**config.mk**
```make
export PLATFORM = sky130hd
export DESIGN_NAME = fht_frame_seq
export DESIGN_NICKNAME = d
export VERILOG_FILES = /design/src/rtl/fht_frame_seq.sv
export SDC_FILE = /design/constraint.sdc
export NUM_CORES = 1
export LEC_CHECK = 0
export BUFFER_PORTS_ARGS = -buffer_cell sky130_fd_sc_hd__buf_2
export CAP_MARGIN = 15
export CORE_MARGIN = 2
export CORE_UTILIZATION = 48
export CTS_CLUSTER_SIZE = 25
export DETAILED_ROUTE_END_ITERATION = 10
export PLACE_DENSITY = 0.75
export SLEW_MARGIN = 20
export SYNTH_ARGS = -nofsm -noshare
export SYNTH_HDL_FRONTEND = slang
export SYNTH_SLANG_ARGS = --single-unit
```
**constraint.sdc**
```tcl
create_clock -name iCLK -period 1.7 [get_ports iCLK]
set_clock_uncertainty 0.1 [all_clocks]
set_input_delay 0.255 -clock iCLK [delete_from_list [all_inputs] [get_ports iCLK]]
set_output_delay 0.255 -clock iCLK [all_outputs]
set_load 0.05 [all_outputs]
```
**src/rtl/fht_frame_seq.sv**
```systemverilog
// Frame sequencer: loads N=4*2^A_BIT samples into four banks, starts the FHT core, unloads in natural order.
// Load writes 1 cycle after accept, valid RD_LAT after read, no output backpressure; FHT_BITREV_LOAD_EN bit-reverses load order.
module fht_frame_seq #(
  parameter int A_BIT  = 9,
  parameter int D_BIT  = 16,
  parameter int RD_LAT = 2
) (
  input  logic             iCLK,
  input  logic             iRESET,
  input  logic             iVALID_IN,
  input  logic [D_BIT-1:0] iDATA_IN,
  output logic             oREADY_IN,
  output logic             oWE_LOAD,
  output logic [1:0]       oBANK_LOAD,
  output logic [A_BIT-1:0] oADDR_LOAD,
  output logic [D_BIT-1:0] oDATA_LOAD,
  output logic             oSTART_FHT,
  input  logic             iRDY_FHT,
  output logic             oMEM_OWN,
  output logic             oRD_UNLOAD,
  output logic [1:0]       oBANK_UNLOAD,
  output logic [A_BIT-1:0] oADDR_UNLOAD,
  output logic             oVALID_OUT,
  output logic             oBUSY,
  output logic             oDONE,
  output logic             oERR
);

  localparam int I_BIT = A_BIT + 2;
  localparam logic [I_BIT-1:0] LAST_IDX = '1;

  typedef enum logic [2:0] {
    S_IDLE, S_LOAD, S_START, S_WAIT_ACK, S_RUN, S_UNLOAD, S_FLUSH
  } state_t;

  state_t            r_state;
  logic [I_BIT-1:0]  r_idx;
  logic [1:0]        r_tcnt;
  logic [2:0]        r_fcnt;
  logic [RD_LAT-1:0] r_vpipe;
  logic              r_ready, r_we, r_start, r_own, r_rd, r_busy, r_done, r_err;
  logic [1:0]        r_bank_ld, r_bank_ul;
  logic [A_BIT-1:0]  r_addr_ld, r_addr_ul;
  logic [D_BIT-1:0]  r_data_ld;

  logic              w_accept;
  logic              w_ul_last;
  logic [I_BIT-1:0]  w_ld_pos;

  assign w_accept  = iVALID_IN & r_ready;
  assign w_ul_last = &{r_addr_ul, r_bank_ul};

`ifdef FHT_BITREV_LOAD_EN
  always_comb begin
    w_ld_pos = '0;
    for (int i = 0; i < I_BIT; i++) w_ld_pos[i] = r_idx[I_BIT-1-i];
  end
`else
  assign w_ld_pos = r_idx;
`endif

  always_ff @(posedge iCLK) begin
    if (iRESET) begin
      r_state   <= S_IDLE;
      r_idx     <= '0;
      r_tcnt    <= '0;
      r_fcnt    <= '0;
      r_vpipe   <= '0;
      r_ready   <= 1'b1;
      r_we      <= 1'b0;
      r_start   <= 1'b0;
      r_own     <= 1'b0;
      r_rd      <= 1'b0;
      r_busy    <= 1'b0;
      r_done    <= 1'b0;
      r_err     <= 1'b0;
      r_bank_ld <= '0;
      r_addr_ld <= '0;
      r_data_ld <= '0;
      r_bank_ul <= '0;
      r_addr_ul <= '0;
    end else begin
      r_we    <= 1'b0;
      r_start <= 1'b0;
      r_done  <= 1'b0;
      r_err   <= 1'b0;

      r_vpipe[0] <= r_rd;
      for (int i = 1; i < RD_LAT; i++) r_vpipe[i] <= r_vpipe[i-1];

      if (w_accept) begin
        r_we      <= 1'b1;
        r_bank_ld <= w_ld_pos[1:0];
        r_addr_ld <= w_ld_pos[I_BIT-1:2];
        r_data_ld <= iDATA_IN;
      end

      case (r_state)
        S_IDLE: begin
          if (w_accept) begin
            r_idx   <= r_idx + 1'b1;
            r_busy  <= 1'b1;
            r_state <= S_LOAD;
          end
        end
        S_LOAD: begin
          if (w_accept) begin
            if (r_idx == LAST_IDX) begin
              r_idx   <= '0;
              r_ready <= 1'b0;
              r_start <= 1'b1;
              r_own   <= 1'b1;
              r_state <= S_START;
            end else begin
              r_idx <= r_idx + 1'b1;
            end
          end
        end
        S_START: begin
          r_tcnt  <= '0;
          r_state <= S_WAIT_ACK;
        end
        // Core must drop ready within four cycles of the start pulse.
        S_WAIT_ACK: begin
          if (!iRDY_FHT) begin
            r_state <= S_RUN;
          end else if (r_tcnt == 2'd3) begin
            r_err   <= 1'b1;
            r_own   <= 1'b0;
            r_ready <= 1'b1;
            r_busy  <= 1'b0;
            r_idx   <= '0;
            r_state <= S_IDLE;
          end else begin
            r_tcnt <= r_tcnt + 1'b1;
          end
        end
        S_RUN: begin
          if (iRDY_FHT) begin
            r_own     <= 1'b0;
            r_rd      <= 1'b1;
            r_bank_ul <= '0;
            r_addr_ul <= '0;
            r_idx     <= {{(I_BIT-1){1'b0}}, 1'b1};
            r_state   <= S_UNLOAD;
          end
        end
        S_UNLOAD: begin
          if (w_ul_last) begin
            r_rd    <= 1'b0;
            r_fcnt  <= '0;
            r_idx   <= '0;
            r_state <= S_FLUSH;
          end else begin
            r_bank_ul <= r_idx[1:0];
            r_addr_ul <= r_idx[I_BIT-1:2];
            r_idx     <= r_idx + 1'b1;
          end
        end
        S_FLUSH: begin
          if (r_fcnt == 3'(RD_LAT - 1)) begin
            r_done  <= 1'b1;
            r_ready <= 1'b1;
            r_busy  <= 1'b0;
            r_state <= S_IDLE;
          end else begin
            r_fcnt <= r_fcnt + 1'b1;
          end
        end
        default: begin
          r_ready <= 1'b1;
          r_own   <= 1'b0;
          r_rd    <= 1'b0;
          r_busy  <= 1'b0;
          r_idx   <= '0;
          r_state <= S_IDLE;
        end
      endcase
    end
  end

  assign oREADY_IN    = r_ready;
  assign oWE_LOAD     = r_we;
  assign oBANK_LOAD   = r_bank_ld;
  assign oADDR_LOAD   = r_addr_ld;
  assign oDATA_LOAD   = r_data_ld;
  assign oSTART_FHT   = r_start;
  assign oMEM_OWN     = r_own;
  assign oRD_UNLOAD   = r_rd;
  assign oBANK_UNLOAD = r_bank_ul;
  assign oADDR_UNLOAD = r_addr_ul;
  assign oVALID_OUT   = r_vpipe[RD_LAT-1];
  assign oBUSY        = r_busy;
  assign oDONE        = r_done;
  assign oERR         = r_err;

endmodule
```
Yosys cells after proc, flatten, opt, wreduce, memory -nomap -nowiden
Index checks and enable logic that the tools add are counted.
{ "totals": {"reg_bits": 67, "input_bits": 20, "output_inout_bits": 47} }
{ "op_classes": {"muxes": 51, "reduce_logical": 22, "n_eq_ne": 21, "n_bitwise": 11, "add_sub_neg": 3} }
{ "ops": {"columns": ["operator", "count"], "rows": [
  ["$mux W11", 7],
  ["$pmux W11 S6", 1],
  ["$mux W3", 10],
  ["$ne A2 B2 Y1 const B", 11],
  ["$pmux W3 S7", 1],
  ["$mux W1", 18],
  ["$mux W9", 2],
  ["$pmux W9 S2", 1],
  ["$reduce_and A6 Y1", 3],
  ["$pmux W1 S4", 3],
  ["$reduce_and A3 Y1", 4],
  ["$reduce_or A4 Y1", 3],
  ["$add A11 B1 Y11 const B", 1],
  ["$eq A11 B11 Y1 const B", 1],
  ["$reduce_and A11 Y1", 1],
  ["$not A1 Y1", 10],
  ["$eq A3 B3 Y1 const B", 3],
  ["$mux W2", 4],
  ["$pmux W2 S2", 2],
  ["$reduce_and A7 Y1", 1],
  ["$eq A3 B1 Y1 const B", 2],
  ["$eq A3 B2 Y1 const B", 2],
  ["$pmux W3 S2", 1],
  ["$reduce_bool A2 Y1", 3],
  ["other kinds (11)", 13]
]} }

Longest topological paths before layout
Gate-level depths: netlist of the first run.
{ "depth": {"ltp_word": 4, "ltp_mapped": 7} }

Least setup slack after synthesis of the first run
Ideal clock, no wire load.
{ "synth_timing": {"kind": "register to register", "start": "register r_ready, in the netlist oREADY_IN", "end": "register r_idx[10]", "path_stages_with_launch": 7, "setup_slack_ps": -522, "path_buffers": 1, "arrival_ps": 2048, "path_cell_list": "dfxtp_1 nand2_1 o32a_1 buf_6 and2_4 or4b_1 a31oi_1"} }
{ "synth_between": {"elab_chain_cells": 3, "word_cells_on_any_way": 4, "cone_classes": "2 x eq/ne; 1 x bitwise; 1 x reduce/logical"} }
{ "synth_lines": {"columns": ["item", "line_no", "source"], "rows": [
  ["start, declared", "41", "logic r_ready, r_we, r_start, r_own, r_rd, r_busy, r_done, r_err;"],
  ["start signal, assigned", "69", "r_ready <= 1'b1;"],
  ["start signal, assigned", "110", "r_ready <= 1'b0;"],
  ["start signal, assigned", "130", "r_ready <= 1'b1;"],
  ["$and A1 B1 Y1 *", "50", "assign w_accept = iVALID_IN & r_ready;"],
  ["$ne A2 B2 Y1 (no source line)", null, null],
  ["$reduce_and A6 Y1 (no source line) *", null, null],
  ["end signal, assigned", "101", "r_idx <= r_idx + 1'b1;"],
  ["end signal, assigned", "115", "r_idx <= r_idx + 1'b1;"],
  ["end signal, assigned", "144", "r_idx <= {{(I_BIT-1){1'b0}}, 1'b1};"],
  ["end, declared", "37", "logic [I_BIT-1:0] r_idx;"]
]} }
Every way passes the cells marked *; elsewhere a longest branch is shown, timed or not.
A chain may end at the register's enable or synchronous reset.

Worst setup path in the final report of the first run
{ "layout_timing": {"start": "register r_tcnt[1]", "end": "register r_idx[10]"} }
{ "layout_between": {"elab_chain_cells": 3} }
{ "layout_lines": {"columns": ["item", "line_no", "source"], "rows": [
  ["start, declared", "38", "logic [1:0] r_tcnt;"],
  ["start signal, assigned", "135", "r_tcnt <= r_tcnt + 1'b1;"],
  ["$eq A2 B2 Y1", "127", "end else if (r_tcnt == 2'd3) begin"],
  ["$ne A2 B2 Y1 (no source line)", null, null],
  ["$reduce_and A6 Y1 (no source line)", null, null],
  ["end signal, assigned", "115", null],
  ["end signal, assigned", "144", null],
  ["end signal, assigned", "157", "r_idx <= r_idx + 1'b1;"]
]} }
Every way passes these cells.

==> tab_implementation.tex, run 1 <==
\begin{tabular}{lr}
\hline
Metric & Value \\
\hline
\multicolumn{2}{l}{\textbf{Status}} \\
\quad Status & finished, violations left \\
\quad Violated checks & negative setup slack \\
\multicolumn{2}{l}{\textbf{Final layout}} \\
\quad Post-route cell area & around 3900 µm² \\
\quad Post-layout instance count excluding filler cells & between 500 and 600 \\
\quad Fraction of final layout cells with drive strength greater than 1 & 39.3\% \\
\quad Final \#Nets & around 470 \\
\quad Diodes inserted & 0 \\
\quad Top library cells by usage in the layout, fill and taps aside & 69 x nand2\_1, 66 x buf\_2, 48 x dfxtp\_1, 45 x buf\_4, 40 x a21oi\_1 \\
\quad Commonest non-fill, non-tap cell in the layout & nand2\_1 \\
\quad Area growth syn-to-layout & 36.2\% \\
\multicolumn{2}{l}{\textbf{Floorplanning}} \\
\quad Die Ht & just over 80 µm \\
\quad Site Rows & 27 \\
\quad Overall die area & 6530 µm² \\
\quad Total core area & 5610 µm² \\
\quad Initial standard-cell utilization of the core & 50.5\% \\
\quad Top-level I/O count & 67 \\
\quad Die width & 80.8 µm \\
\multicolumn{2}{l}{\textbf{Route}} \\
\quad Average wire per cell in the routed design & 13.9 µm \\
\quad Residual antenna-violating net count after detailed routing & 0 \\
\quad Routed vias & 2810 \\
\quad Count of unresolved DRC violations after routing & 0 \\
\quad Routed WL & slightly above 7000 µm \\
\quad Initial detailed-routing violation count & 201 \\
\quad Length of the first detailed-routing pass in iterations & 5 \\
\quad Average vias per placed instance & 5.38 \\
\multicolumn{2}{l}{\textbf{Worst hold path}} \\
\quad Worst min path class & input port to flop \\
\multicolumn{2}{l}{\textbf{Synth}} \\
\quad Total nets after synthesis & roughly 370 \\
\quad Average size of a mapped cell & 8.16 µm² \\
\quad Count of unique library cells instantiated by Yosys & between 40 and 50 \\
\quad Biggest area consumer among synthesized cells & dfxtp\_1 \\
\quad Async set-or-reset flop fraction in the synthesized netlist & 0\% \\
\quad Cell Area, Synth & 2830 µm² \\
\quad Sequential share of the synthesized area & 47.4\% \\
\quad Area share of the largest cell type after synthesis & 47.4\% \\
\quad Number of register bits inferred by synthesis & 67 \\
\quad Total of warnings raised by yosys & 0 \\
\quad Cell count after synthesis & $\sim$350 \\
\quad Most frequently used flop master after synthesis & dfxtp\_1 \\
\quad Post-synth EDFFs & 0 \\
\quad Largest cells by area after synthesis & dfxtp\_1 47\%, nand2\_1 9.5\%, a21oi\_1 7.1\% \\
\multicolumn{2}{l}{\textbf{STA}} \\
\quad Setup repair after global routing missed its margin & yes \\
\quad Ratio of final minimum period to clock period & 102\% \\
\quad Final hold vios & 0 \\
\quad Post-Route Hold Slack & 0.0429 ns \\
\quad Endpoints failing setup & 1 \\
\quad Transition time at the pin with the least slew margin & 0.502 ns \\
\quad Highest attainable clock frequency & 0.578 GHz \\
\quad Worst-case setup margin in the final layout & -0.0297 ns \\
\quad Remaining max-slew budget at the tightest pin & between 60\% and 70\% \\
\quad Min Tclk post-route & 1.73 ns \\
\quad Final max-slew violation count & 0 \\
\multicolumn{2}{l}{\textbf{Clocking}} \\
\quad Cell at the root of the clock tree & clkbuf\_8 \\
\quad CTS Buf Count & 9 \\
\quad Worst-case clock buffer depth & 2 \\
\quad Latest clock arrival within the worst-skew pair & between 0.3 and 0.4 ns \\
\quad Total number of clock tree sinks & 67 \\
\quad Number of hold-repair buffers added at the cts stage & 0 \\
\quad CTS tree & done \\
\quad Clock Pin Slew Worst Setup and Hold Paths & 0.08 ns \\
\quad Number of levels in the clock H-tree & 3 \\
\multicolumn{2}{l}{\textbf{Global route}} \\
\quad First-pass GRT wire length & 11500 µm \\
\quad Initial antenna violation count & 0 \\
\quad GRT overflow & 0 \\
\quad Largest net degree at the start of global routing & 37 \\
\quad Gr usage total & between 20\% and 30\% \\
\quad Vias in the first global route & between 2000 and 2500 \\
\multicolumn{2}{l}{\textbf{Pwr}} \\
\quad Power density over cell area & about 1000 nW/µm² \\
\quad Share of total power in combinational logic & between 20\% and 30\% \\
\quad Switching Share & 29.6\% \\
\quad Worst vdd rail ir drop & about 540 µV \\
\quad Total net switching power & 1.15 mW \\
\quad Share of total power in sequential cells & 43.4\% \\
\quad Internal cell power & 2.72 mW \\
\quad Static Leak & 1.65 nW \\
\quad Clock network fraction of design power & 35.9\% \\
\multicolumn{2}{l}{\textbf{Placed design}} \\
\quad Placed wire-length estimate after detailed placement & 5030 µm \\
\quad Cell count after placement & 502 \\
\quad Post-Place Cell Area & 3530 µm² \\
\quad Post-placement worst setup slack & -0.0642 ns \\
\quad Final RePlAce weighted congestion & around 0.89 \\
\quad Number of buffer cells added on primary ports & 66 \\
\multicolumn{2}{l}{\textbf{Worst setup path}} \\
\quad Worst Path Arrival & between 1.5 and 2 ns \\
\quad Series of cell instances along the critical path & ha\_4 -> nand2\_2 -> o32a\_1 -> and2\_4 -> or4b\_4 -> a31oi\_1 \\
\quad Crit start category & flop \\
\quad Category of the critical setup timing path & flop to flop \\
\quad Buffers \& Inverters on Critical Path & 0 \\
\quad Max incr delay on CP & about 0.46 ns \\
\quad Cell with the largest stage delay on the worst path & or4b\_4 \\
\quad Kind of cell with the highest combined delay on the critical path & simple AND/OR/NAND/NOR gates \\
\quad Data required time of the critical path & 1.87 ns \\
\quad Kind of capture point of the worst setup path & flop \\
\quad Slack of the worst reg-to-reg path & -0.03 ns \\
\quad Crit path max fanout & 4 \\
\multicolumn{2}{l}{\textbf{Flow run}} \\
\quad \# Max-Cap Violations & 0 \\
\hline
\end{tabular}
-- final cells by class --
| class | instances | area, µm² |
|---|---|---|
| clock buffer | 10 | 149 |
| inverter | 7 | 26.3 |
| fill | 444 | 1750 |
| sequential | 67 | 1370 |
| clock inverter | 6 | 61.3 |
| tap | 72 | 90.1 |
| multi-input combinational | 247 | 1460 |
| timing repair buffer | 113 | 708 |
-- worst min-delay path: stages --
cell and delay [ns]:
buf_2 0.09, nand2_1 0.04, a21oi_1 0.05
-- registers in the layout, summed over array words and instances (netlist names), 2 cells and up --
register and cells:
oADDR_LOAD 9, oADDR_UNLOAD 9, oBANK_LOAD 2, oBANK_UNLOAD 2, oDATA_LOAD 16, r_fcnt 3, r_idx 11, r_state 3
r_tcnt 2, r_vpipe 2
-- cells in the mapped netlist (4+ instances only) --
cell and n:
a211oi_1 6, inv_1 7, xnor2_1 8, nand3_1 12
dfxtp_1 67, nor2_1 30, o21ai_0 8, a22oi_1 12
nor2b_1 7, clkbuf_1 18, nand4_1 5, a21oi_1 40
a31oi_1 5, ha_1 4, nand2_1 72
-- cell families after synthesis --
group / count (synthesis) / synth area share [%]
mux: 1 / 0.398
simple gates: 145 / 23.0
xor+xnor: 8 / 2.47
compound gates: 89 / 19.9
buf+inv: 33 / 5.04
flops: 67 / 47.4
fa+ha+maj: 4 / 1.77
-- metrics by stage --
step | utilization (%) | TNS (ns) | total power, mW
after floorplan | - | -0.161 | 2.17
after global placement | 62.9 | -0.00732 | 2.45
after detailed placement | 62.9 | -1.05 | 2.46
after CTS | 67.4 | -0.0506 | 3.86
after global routing | 68.8 | -0.225 | 4.04
final | 68.8 | -0.0297 | 3.87
-- power groups by stage --
stage / sequential [mW] / clock (mW) / combinational (mW)
floorplan: 1.80 / 0 / 0.369
global route: 1.69 / 1.49 / 0.868
CTS: 1.67 / 1.41 / 0.779
detailed placement: 1.70 / 0 / 0.756
global placement: 1.70 / 0 / 0.744
finish: 1.68 / 1.39 / 0.803
-- worst paths after layout --
kind | start | end | depth (start not counted)
hold reg to reg | r_vpipe[0] | r_vpipe[1] | 1
setup reg to reg | r_tcnt[1] | r_idx[10] | 6
hold / removal | iDATA_IN[5] | oDATA_LOAD[5] | 3
setup / recovery | r_tcnt[1] | r_idx[10] | 6
-- layer usage --
metal / vias to the layer above / share of wire [%] / wire length (µm) / GRT usage, %
li1: 1392 / - / - / -
met1: 1297 / 48 / 3470 / 31.5
met2: 113 / 44 / 3180 / 33.9
met3: 8 / 7.2 / 520 / 7.00
met4: 0 / 1.1 / 78 / 7.29
met5: - / 0 / 0 / 0
-- repair_timing --
item | 4_1_cts | 5_1_grt
buffers inserted | 1 | 3
pin swaps | 4 | 6
resized for setup | 9 | 16
cloned | 0 | 0
setup endpoints to repair | 14 | 40
Note: power is estimated with default switching activity, not from simulation.
==> run 2: changes to the inputs <==
==> constraint.sdc (replaced) <==
create_clock -name iCLK -period 1.7 [get_ports iCLK]
set_clock_uncertainty 0.1 [all_clocks]
set_input_delay 0.17 -clock iCLK [delete_from_list [all_inputs] [get_ports iCLK]]
set_output_delay 0.17 -clock iCLK [all_outputs]
set_load 0.05 [all_outputs]
==> run 2 against run 1 <==
  * Critical path depth unchanged
  * First-iteration DRC count up 8.5%
  * The run now ends clean
  * Die area unchanged
  * Clock power about the same
  * Core utilization up 3.0 points
  * Register-to-register slack better by 0.03 ns
==> tab_implementation.tex, run 2 (synthesized netlist as in run 1, its figures left out) <==
\begin{tabular}{lr}
\hline
Metric & Value \\
\hline
\multicolumn{2}{l}{\textbf{Route}} \\
\quad Routed WL & 7790 µm (was 7250 µm) \\
\quad Initial detailed-routing violation count & 218 (was 201) \\
\quad Routed vias & 2951 (was 2810) \\
\quad Count of unresolved DRC violations after routing & 0 (unchanged) \\
\quad Residual antenna-violating net count after detailed routing & 0 (unchanged) \\
\quad Length of the first detailed-routing pass in iterations & 4 (was 5) \\
\quad Average vias per placed instance & 5.47 (was 5.38) \\
\quad Average wire per cell in the routed design & 14.4 µm (was 13.9 µm) \\
\multicolumn{2}{l}{\textbf{STA}} \\
\quad Setup repair after global routing missed its margin & yes (unchanged) \\
\quad Highest attainable clock frequency & 0.590 GHz (was 0.578 GHz) \\
\quad Worst-case setup margin in the final layout & 0.00456 ns (was -0.0297 ns) \\
\quad Final hold vios & 0 (unchanged) \\
\quad Remaining max-slew budget at the tightest pin & 73.7\% (was 66.6\%) \\
\quad Endpoints failing setup & 0 (was 1) \\
\quad Ratio of final minimum period to clock period & 99.7\% (was 102\%) \\
\quad Final max-slew violation count & 0 (unchanged) \\
\quad Transition time at the pin with the least slew margin & 0.395 ns (was 0.502 ns) \\
\quad Min Tclk post-route & 1.70 ns (was 1.73 ns) \\
\multicolumn{2}{l}{\textbf{Pwr}} \\
\quad Static Leak & 1.72 nW (was 1.65 nW) \\
\quad Power density over cell area & 971 nW/µm² (was 1000 nW/µm²) \\
\quad Worst vdd rail ir drop & 774 µV (was 536 µV) \\
\multicolumn{2}{l}{\textbf{Worst setup path}} \\
\quad Data required time of the critical path & 1.83 ns (was 1.87 ns) \\
\quad Kind of capture point of the worst setup path & flop (unchanged) \\
\quad Crit path max fanout & 3 (was 4) \\
\quad Reg-to-reg endpoint & r\_state[0] (was r\_idx[10]) \\
\quad Category of the critical setup timing path & flop to flop (unchanged) \\
\quad Worst Path Arrival & 1.82 ns (was 1.90 ns) \\
\quad Launching element of the worst setup path & r\_idx[1] (was r\_tcnt[1]) \\
\quad Crit start category & flop (unchanged) \\
\quad Setup crit end & r\_state[0] (was r\_idx[10]) \\
\quad Worst r2r path cells & 6 (unchanged) \\
\quad Source of the worst register-to-register timing path & r\_idx[1] (was r\_tcnt[1]) \\
\quad Slack of the worst reg-to-reg path & 0.005 ns (was -0.03 ns) \\
\multicolumn{2}{l}{\textbf{Floorplanning}} \\
\quad Top-level I/O count & 67 (unchanged) \\
\quad Overall die area & 6530 µm² (unchanged) \\
\quad Die Ht & 80.8 µm (unchanged) \\
\quad Die width & 80.8 µm (unchanged) \\
\quad Total core area & 5610 µm² (unchanged) \\
\quad Initial standard-cell utilization of the core & 50.5\% (unchanged) \\
\quad Site Rows & 27 (unchanged) \\
\multicolumn{2}{l}{\textbf{Clocking}} \\
\quad Latest clock arrival within the worst-skew pair & 0.34 ns (about the same) \\
\quad Worst-case clock buffer depth & 2 (unchanged) \\
\quad Clock Pin Slew Worst Setup and Hold Paths & 0.07 ns (was 0.08 ns) \\
\quad Number of levels in the clock H-tree & 3 (unchanged) \\
\quad CTS Buf Count & 9 (unchanged) \\
\quad Cell at the root of the clock tree & clkbuf\_8 (unchanged) \\
\quad Total number of clock tree sinks & 67 (unchanged) \\
\quad CTS tree & done (unchanged) \\
\multicolumn{2}{l}{\textbf{Final layout}} \\
\quad Area growth syn-to-layout & 42.1\% (was 36.2\%) \\
\quad Top library cells by usage in the layout, fill and taps aside & 69 x nand2\_1, 66 x buf\_2, 48 x dfxtp\_1, 45 x buf\_4, 40 x a21oi\_1 (unchanged) \\
\quad Final \#Nets & 486 (was 469) \\
\quad Diodes inserted & 0 (unchanged) \\
\quad Commonest non-fill, non-tap cell in the layout & nand2\_1 (unchanged) \\
\quad Flip-flop count of the largest register after layout & 16 (unchanged) \\
\quad Post-layout instance count excluding filler cells & 539 (was 522) \\
\quad Fraction of final layout cells with drive strength greater than 1 & 38.1\% (was 39.3\%) \\
\quad Final-layout fill cell count & 421 (was 444) \\
\multicolumn{2}{l}{\textbf{Placed design}} \\
\quad Cell count after placement & 502 (unchanged) \\
\quad Placed wire-length estimate after detailed placement & 5090 µm (was 5030 µm) \\
\quad Number of buffer cells added on primary ports & 66 (unchanged) \\
\quad Final RePlAce weighted congestion & 0.864 (was 0.893) \\
\quad Post-placement worst setup slack & -0.0926 ns (was -0.0642 ns) \\
\multicolumn{2}{l}{\textbf{Global route}} \\
\quad Vias in the first global route & 2625 (was 2476) \\
\quad Initial antenna violation count & 0 (unchanged) \\
\quad GRT overflow & 0 (unchanged) \\
\quad Largest net degree at the start of global routing & 30 (was 37) \\
\quad Gr usage total & 23.5\% (was 22.8\%) \\
\quad First-pass GRT wire length & 11900 µm (was 11500 µm) \\
\multicolumn{2}{l}{\textbf{Flow run}} \\
\quad \# Max-Cap Violations & 0 (unchanged) \\
\multicolumn{2}{l}{\textbf{Worst hold path}} \\
\quad Worst min path class & input port to flop (unchanged) \\
\multicolumn{2}{l}{\textbf{Status}} \\
\quad Status & completed (was finished, violations left) \\
\hline
\end{tabular}
## run 2: worst min-delay path by stage
stage / startpoint / end / slack (ns) / cells after the start
6_report: iVALID_IN / oREADY_IN / 0.10 / 4
5_1_grt: iRESET / r_tcnt[1] / 0.14 / 2
4_1_cts: iVALID_IN / oREADY_IN / 0.1 / 4
3_5_place_dp: iDATA_IN[5] / oDATA_LOAD[5] / 0.32 / 3
3_3_place_gp: iDATA_IN[10] / oDATA_LOAD[10] / 0.31 / 3
2_1_floorplan: iDATA_IN[0] / oDATA_LOAD[0] / 0.21 / 2
## run 2: per-layer routing
layer	vias up	track usage, %	wire length [µm]
met4	0	9.83	145
li1	1423	-	-
met3	19	5.00	570
met5	-	0	0
met1	1396	33.8	3560
met2	113	34.1	3510
## run 2: report_power, final
| part | total (mW) | switching [mW] | internal (mW) |
|---|---|---|---|
| Clock | 1.38 | 0.619 | 0.763 |
| Combinational | 0.853 | 0.495 | 0.358 |
| Sequential | 1.67 | 0.0440 | 1.63 |
| Total | 3.91 | 1.16 | 2.75 |
## run 2: metrics by stage
step | hold WS (ns) | power, mW | cell area [µm²] | util [%] | setup TNS [ns]
2_1_floorplan | 0.206 | 2.17 | 2880 | - | -0.161
3_5_place_dp | 0.316 | 2.43 | 3500 | 62.4 | -0.889
5_1_grt | 0.139 | 4.08 | 4020 | 71.8 | -0.167
4_1_cts | 0.0989 | 3.86 | 3940 | 70.2 | 0
6_report | 0.100 | 3.91 | 4020 | 71.8 | 0
3_3_place_gp | 0.311 | 2.42 | 3500 | 62.4 | -0.00405
## run 2: critical path, stage by stage, from the launching register on
cell and delay (ns):
dfxtp_2 0.36, ha_4 0.14, and4_4 0.22, and4_4 0.23, o22a_1 0.20, nand2_1 0.08
mux2_2 0.26
## run 2: area by class of cell
| class | instances | area (µm²) | area share (%) |
|---|---|---|---|
| clock buffers | 11 | 151 | 3.76 |
| clock inverters | 5 | 60.1 | 1.49 |
| inverters | 7 | 26.3 | 0.653 |
| multi-input cells | 247 | 1470 | 36.4 |
| flip-flops and latches | 67 | 1370 | 34.0 |
| well taps | 72 | 90.1 | 2.24 |
| repair buffers | 130 | 862 | 21.4 |
## run 2: timing repair
item / in CTS / in global routing
hold endpoints to repair: 16 / 0
setup endpoints to repair: 15 / 25
setup buffers: 3 / 2
resized for setup: 9 / 21
hold buffers: 16 / 0
pin swaps: 5 / 11
==> run 3: changes to the inputs <==
ABC_AREA = 1   (was unset)
==> run 3 against run 2 <==
  * Combinational power rose to 2.8 times the previous value
  * Sequential share of layout area fell by 0.50 points
  * Clock-buffer cell count decreased by 2
  * First-iteration DRC count fell by 0.46%
  * Synthesized area up 4.9%
  * Sequential power rose by 15%
  * Non-clock buffer count down 8
  * Largest power group is now combinational logic
==> tab_implementation.tex, run 3 <==
\begin{tabular}{lr}
\hline
Metric & Value \\
\hline
\multicolumn{2}{l}{\textbf{Worst setup path}} \\
\quad Crit start category & flop (unchanged) \\
\quad Category of the critical setup timing path & flop to flop (unchanged) \\
\quad Crit path max fanout & 7 (was 3) \\
\quad Data required time of the critical path & 1.83 ns (about the same) \\
\quad Worst Path Arrival & 1.74 ns (was 1.82 ns) \\
\quad Kind of capture point of the worst setup path & flop (unchanged) \\
\multicolumn{2}{l}{\textbf{Final layout}} \\
\quad Flip-flop count of the largest register after layout & 16 (unchanged) \\
\quad Commonest non-fill, non-tap cell in the layout & nand2\_1 (unchanged) \\
\quad Top library cells by usage in the layout, fill and taps aside & 84 x nand2\_1, 66 x buf\_2, 64 x nor2\_1, 52 x dfxtp\_1, 39 x buf\_4 (was 69 x nand2\_1, 66 x buf\_2, 48 x dfxtp\_1, 45 x buf\_4, 40 x a21oi\_1) \\
\quad Post-layout instance count excluding filler cells & 606 (was 539) \\
\quad Fraction of final layout cells with drive strength greater than 1 & 32.8\% (was 38.1\%) \\
\quad Area growth syn-to-layout & 36.8\% (was 42.1\%) \\
\quad Diodes inserted & 0 (unchanged) \\
\quad Final \#Nets & 550 (was 486) \\
\quad Post-route cell area & 4060 µm² (was 4020 µm²) \\
\multicolumn{2}{l}{\textbf{Route}} \\
\quad Routed vias & 3012 (was 2951) \\
\quad Average vias per placed instance & 4.97 (was 5.47) \\
\quad Initial detailed-routing violation count & 217 (was 218) \\
\quad Count of unresolved DRC violations after routing & 0 (unchanged) \\
\quad Routed WL & 7740 µm (was 7790 µm) \\
\quad Residual antenna-violating net count after detailed routing & 0 (unchanged) \\
\quad Length of the first detailed-routing pass in iterations & 4 (unchanged) \\
\quad Average wire per cell in the routed design & 12.8 µm (was 14.4 µm) \\
\multicolumn{2}{l}{\textbf{Clocking}} \\
\quad Total number of clock tree sinks & 67 (unchanged) \\
\quad Cell at the root of the clock tree & clkbuf\_8 (unchanged) \\
\quad Worst-case clock buffer depth & 2 (unchanged) \\
\quad Clock Pin Slew Worst Setup and Hold Paths & 0.07 ns (about the same) \\
\quad Latest clock arrival within the worst-skew pair & 0.35 ns (was 0.34 ns) \\
\quad Number of levels in the clock H-tree & 3 (unchanged) \\
\quad CTS tree & done (unchanged) \\
\quad CTS Buf Count & 9 (unchanged) \\
\multicolumn{2}{l}{\textbf{Global route}} \\
\quad Initial antenna violation count & 0 (unchanged) \\
\quad GRT overflow & 0 (unchanged) \\
\quad First-pass GRT wire length & 12600 µm (was 11900 µm) \\
\quad Vias in the first global route & 2847 (was 2625) \\
\quad Largest net degree at the start of global routing & 42 (was 30) \\
\quad Gr usage total & 24.2\% (was 23.5\%) \\
\multicolumn{2}{l}{\textbf{Synth}} \\
\quad Cell Area, Synth & 2970 µm² (was 2830 µm²) \\
\quad Most repeated cell in the gate-level netlist after synthesis & nand2\_1 (unchanged) \\
\quad Post-synth top cells & 86 x nand2\_1, 67 x dfxtp\_1, 66 x nor2\_1 (was 72 x nand2\_1, 67 x dfxtp\_1, 40 x a21oi\_1) \\
\quad Count of unique library cells instantiated by Yosys & 33 (was 47) \\
\quad Number of register bits inferred by synthesis & 67 (unchanged) \\
\quad Area share of the largest cell type after synthesis & 45.2\% (was 47.4\%) \\
\quad Average size of a mapped cell & 7.26 µm² (was 8.16 µm²) \\
\quad Most frequently used flop master after synthesis & dfxtp\_1 (unchanged) \\
\quad Total of warnings raised by yosys & 0 (unchanged) \\
\quad Biggest area consumer among synthesized cells & dfxtp\_1 (unchanged) \\
\quad Total nets after synthesis & 433 (was 371) \\
\quad Sequential share of the synthesized area & 45.2\% (was 47.4\%) \\
\quad Async set-or-reset flop fraction in the synthesized netlist & 0\% (unchanged) \\
\quad Post-synth EDFFs & 0 (unchanged) \\
\quad Largest cells by area after synthesis & dfxtp\_1 45\%, nand2\_1 11\%, nor2\_1 8.3\% (was dfxtp\_1 47\%, nand2\_1 9.5\%, a21oi\_1 7.1\%) \\
\quad Cell count after synthesis & 409 (was 347) \\
\multicolumn{2}{l}{\textbf{STA}} \\
\quad Setup repair after global routing missed its margin & yes (unchanged) \\
\quad Transition time at the pin with the least slew margin & 0.386 ns (was 0.395 ns) \\
\quad Ratio of final minimum period to clock period & 94.5\% (was 99.7\%) \\
\quad Final hold vios & 0 (unchanged) \\
\quad Min Tclk post-route & 1.61 ns (was 1.70 ns) \\
\quad Highest attainable clock frequency & 0.622 GHz (was 0.590 GHz) \\
\quad Final max-slew violation count & 0 (unchanged) \\
\quad Remaining max-slew budget at the tightest pin & 74.3\% (was 73.7\%) \\
\quad Post-Route Hold Slack & 0.0150 ns (was 0.100 ns) \\
\quad Setup TNS after final layout & 0 ns (unchanged) \\
\quad Endpoints failing setup & 0 (unchanged) \\
\multicolumn{2}{l}{\textbf{Floorplanning}} \\
\quad Die Ht & 82.7 µm (was 80.8 µm) \\
\quad Die width & 82.7 µm (was 80.8 µm) \\
\quad Overall die area & 6830 µm² (was 6530 µm²) \\
\quad Site Rows & 28 (was 27) \\
\quad Initial standard-cell utilization of the core & 49.9\% (was 50.5\%) \\
\quad Total core area & 5960 µm² (was 5610 µm²) \\
\quad Top-level I/O count & 67 (unchanged) \\
\multicolumn{2}{l}{\textbf{Pwr}} \\
\quad Worst vdd rail ir drop & 1100 µV (was 774 µV) \\
\quad Power density over cell area & 1420 nW/µm² (was 971 nW/µm²) \\
\quad Static Leak & 1.92 nW (was 1.72 nW) \\
\multicolumn{2}{l}{\textbf{Placed design}} \\
\quad Final RePlAce weighted congestion & 0.918 (was 0.864) \\
\quad Cell count after placement & 572 (was 502) \\
\quad Placed wire-length estimate after detailed placement & 5250 µm (was 5090 µm) \\
\quad Post-Place Cell Area & 3610 µm² (was 3500 µm²) \\
\quad Number of buffer cells added on primary ports & 66 (unchanged) \\
\multicolumn{2}{l}{\textbf{Status}} \\
\quad Status & completed (unchanged) \\
\multicolumn{2}{l}{\textbf{Worst hold path}} \\
\quad Worst min path class & input port to flop (unchanged) \\
\multicolumn{2}{l}{\textbf{Flow run}} \\
\quad \# Max-Cap Violations & 0 (unchanged) \\
\hline
\end{tabular}
[run 3: cell types whose count changed after synthesis, moves of 10 or more]
cell	change
nand3_1	+10
a22oi_1	-12
nand2_1	+14
o21ai_0	+28
nor2_1	+36
inv_1	+25
[run 3: metrics by stage]
step           setup WS (ns)  power (mW)  util, %
3_3_place_gp         -0.0994        4.18     60.6
4_1_cts               0.0135        5.73     67.1
2_1_floorplan         0.0992        3.59        -
3_5_place_dp          -0.177        4.21     60.6
5_1_grt              -0.0114        6.10     68.2
6_report              0.0933        5.78     68.2
[run 3: routing by layer]
metal  vias up  wire, µm  global-route usage [%]
li1       1544         -                       -
met1      1345      3430                    29.1
met2       103      3560                    39.0
met3        20       615                    9.24
met4         0       140                    9.51
met5         -         0                       0
[run 3: path summary, 6_finish.rpt]
kind / from / to / slack (ns) / depth (start not counted)
min reg2reg: r_vpipe[0] / r_vpipe[1] / 0.32 / 2
max: r_state[1] / r_state[0] / 0.09 / 10
min: iRDY_FHT / oERR / 0.01 / 3
max reg2reg: r_state[1] / r_state[0] / 0.09 / 10
[run 3: critical path, stage by stage, from the launching register on]
cell,delay [ns]
dfxtp_1,0.32
buf_4,0.16
nor3_2,0.20
nand2_1,0.14
nand2_4,0.12
buf_4,0.12
nor2_1,0.06
nand2_2,0.09
nand2_1,0.05
o21ai_1,0.07
nor2_1,0.05
[run 3: kinds of logic after synthesis]
group | Yosys count | share of synthesized area (%)
buffers and inverters | 57 | 8.09
AND/OR/NAND/NOR | 200 | 30.3
adder cells (fa/ha/maj) | 4 | 1.69
AO/OA/AOI/OAI | 79 | 14.2
XOR/XNOR | 2 | 0.590
flip-flops | 67 | 45.2
[run 3: timing repair]
item                       4_1_cts  5_1_grt
hold buffers                    16        0
gates cloned                     1        0
hold endpoints to repair        16        0
setup buffers                    0        1
resized for setup                2       15
setup endpoints to repair        7       30
pin swaps                        1        3
[run 3: layout make-up]
| cell class | instances | area [µm²] |
|---|---|---|
| clock buffer | 9 | 124 |
| clock inverter | 7 | 91.3 |
| fill | 528 | 1890 |
| inverter | 40 | 150 |
| multi-input combinational | 286 | 1450 |
| sequential | 67 | 1360 |
| tap | 75 | 93.8 |
| timing repair buffer | 122 | 795 |
[run 3: where the power goes]
group	total, mW	switching (mW)	internal (mW)
combinational	2.42	1.62	0.797
clock	1.44	0.618	0.822
sequential	1.92	0.132	1.79
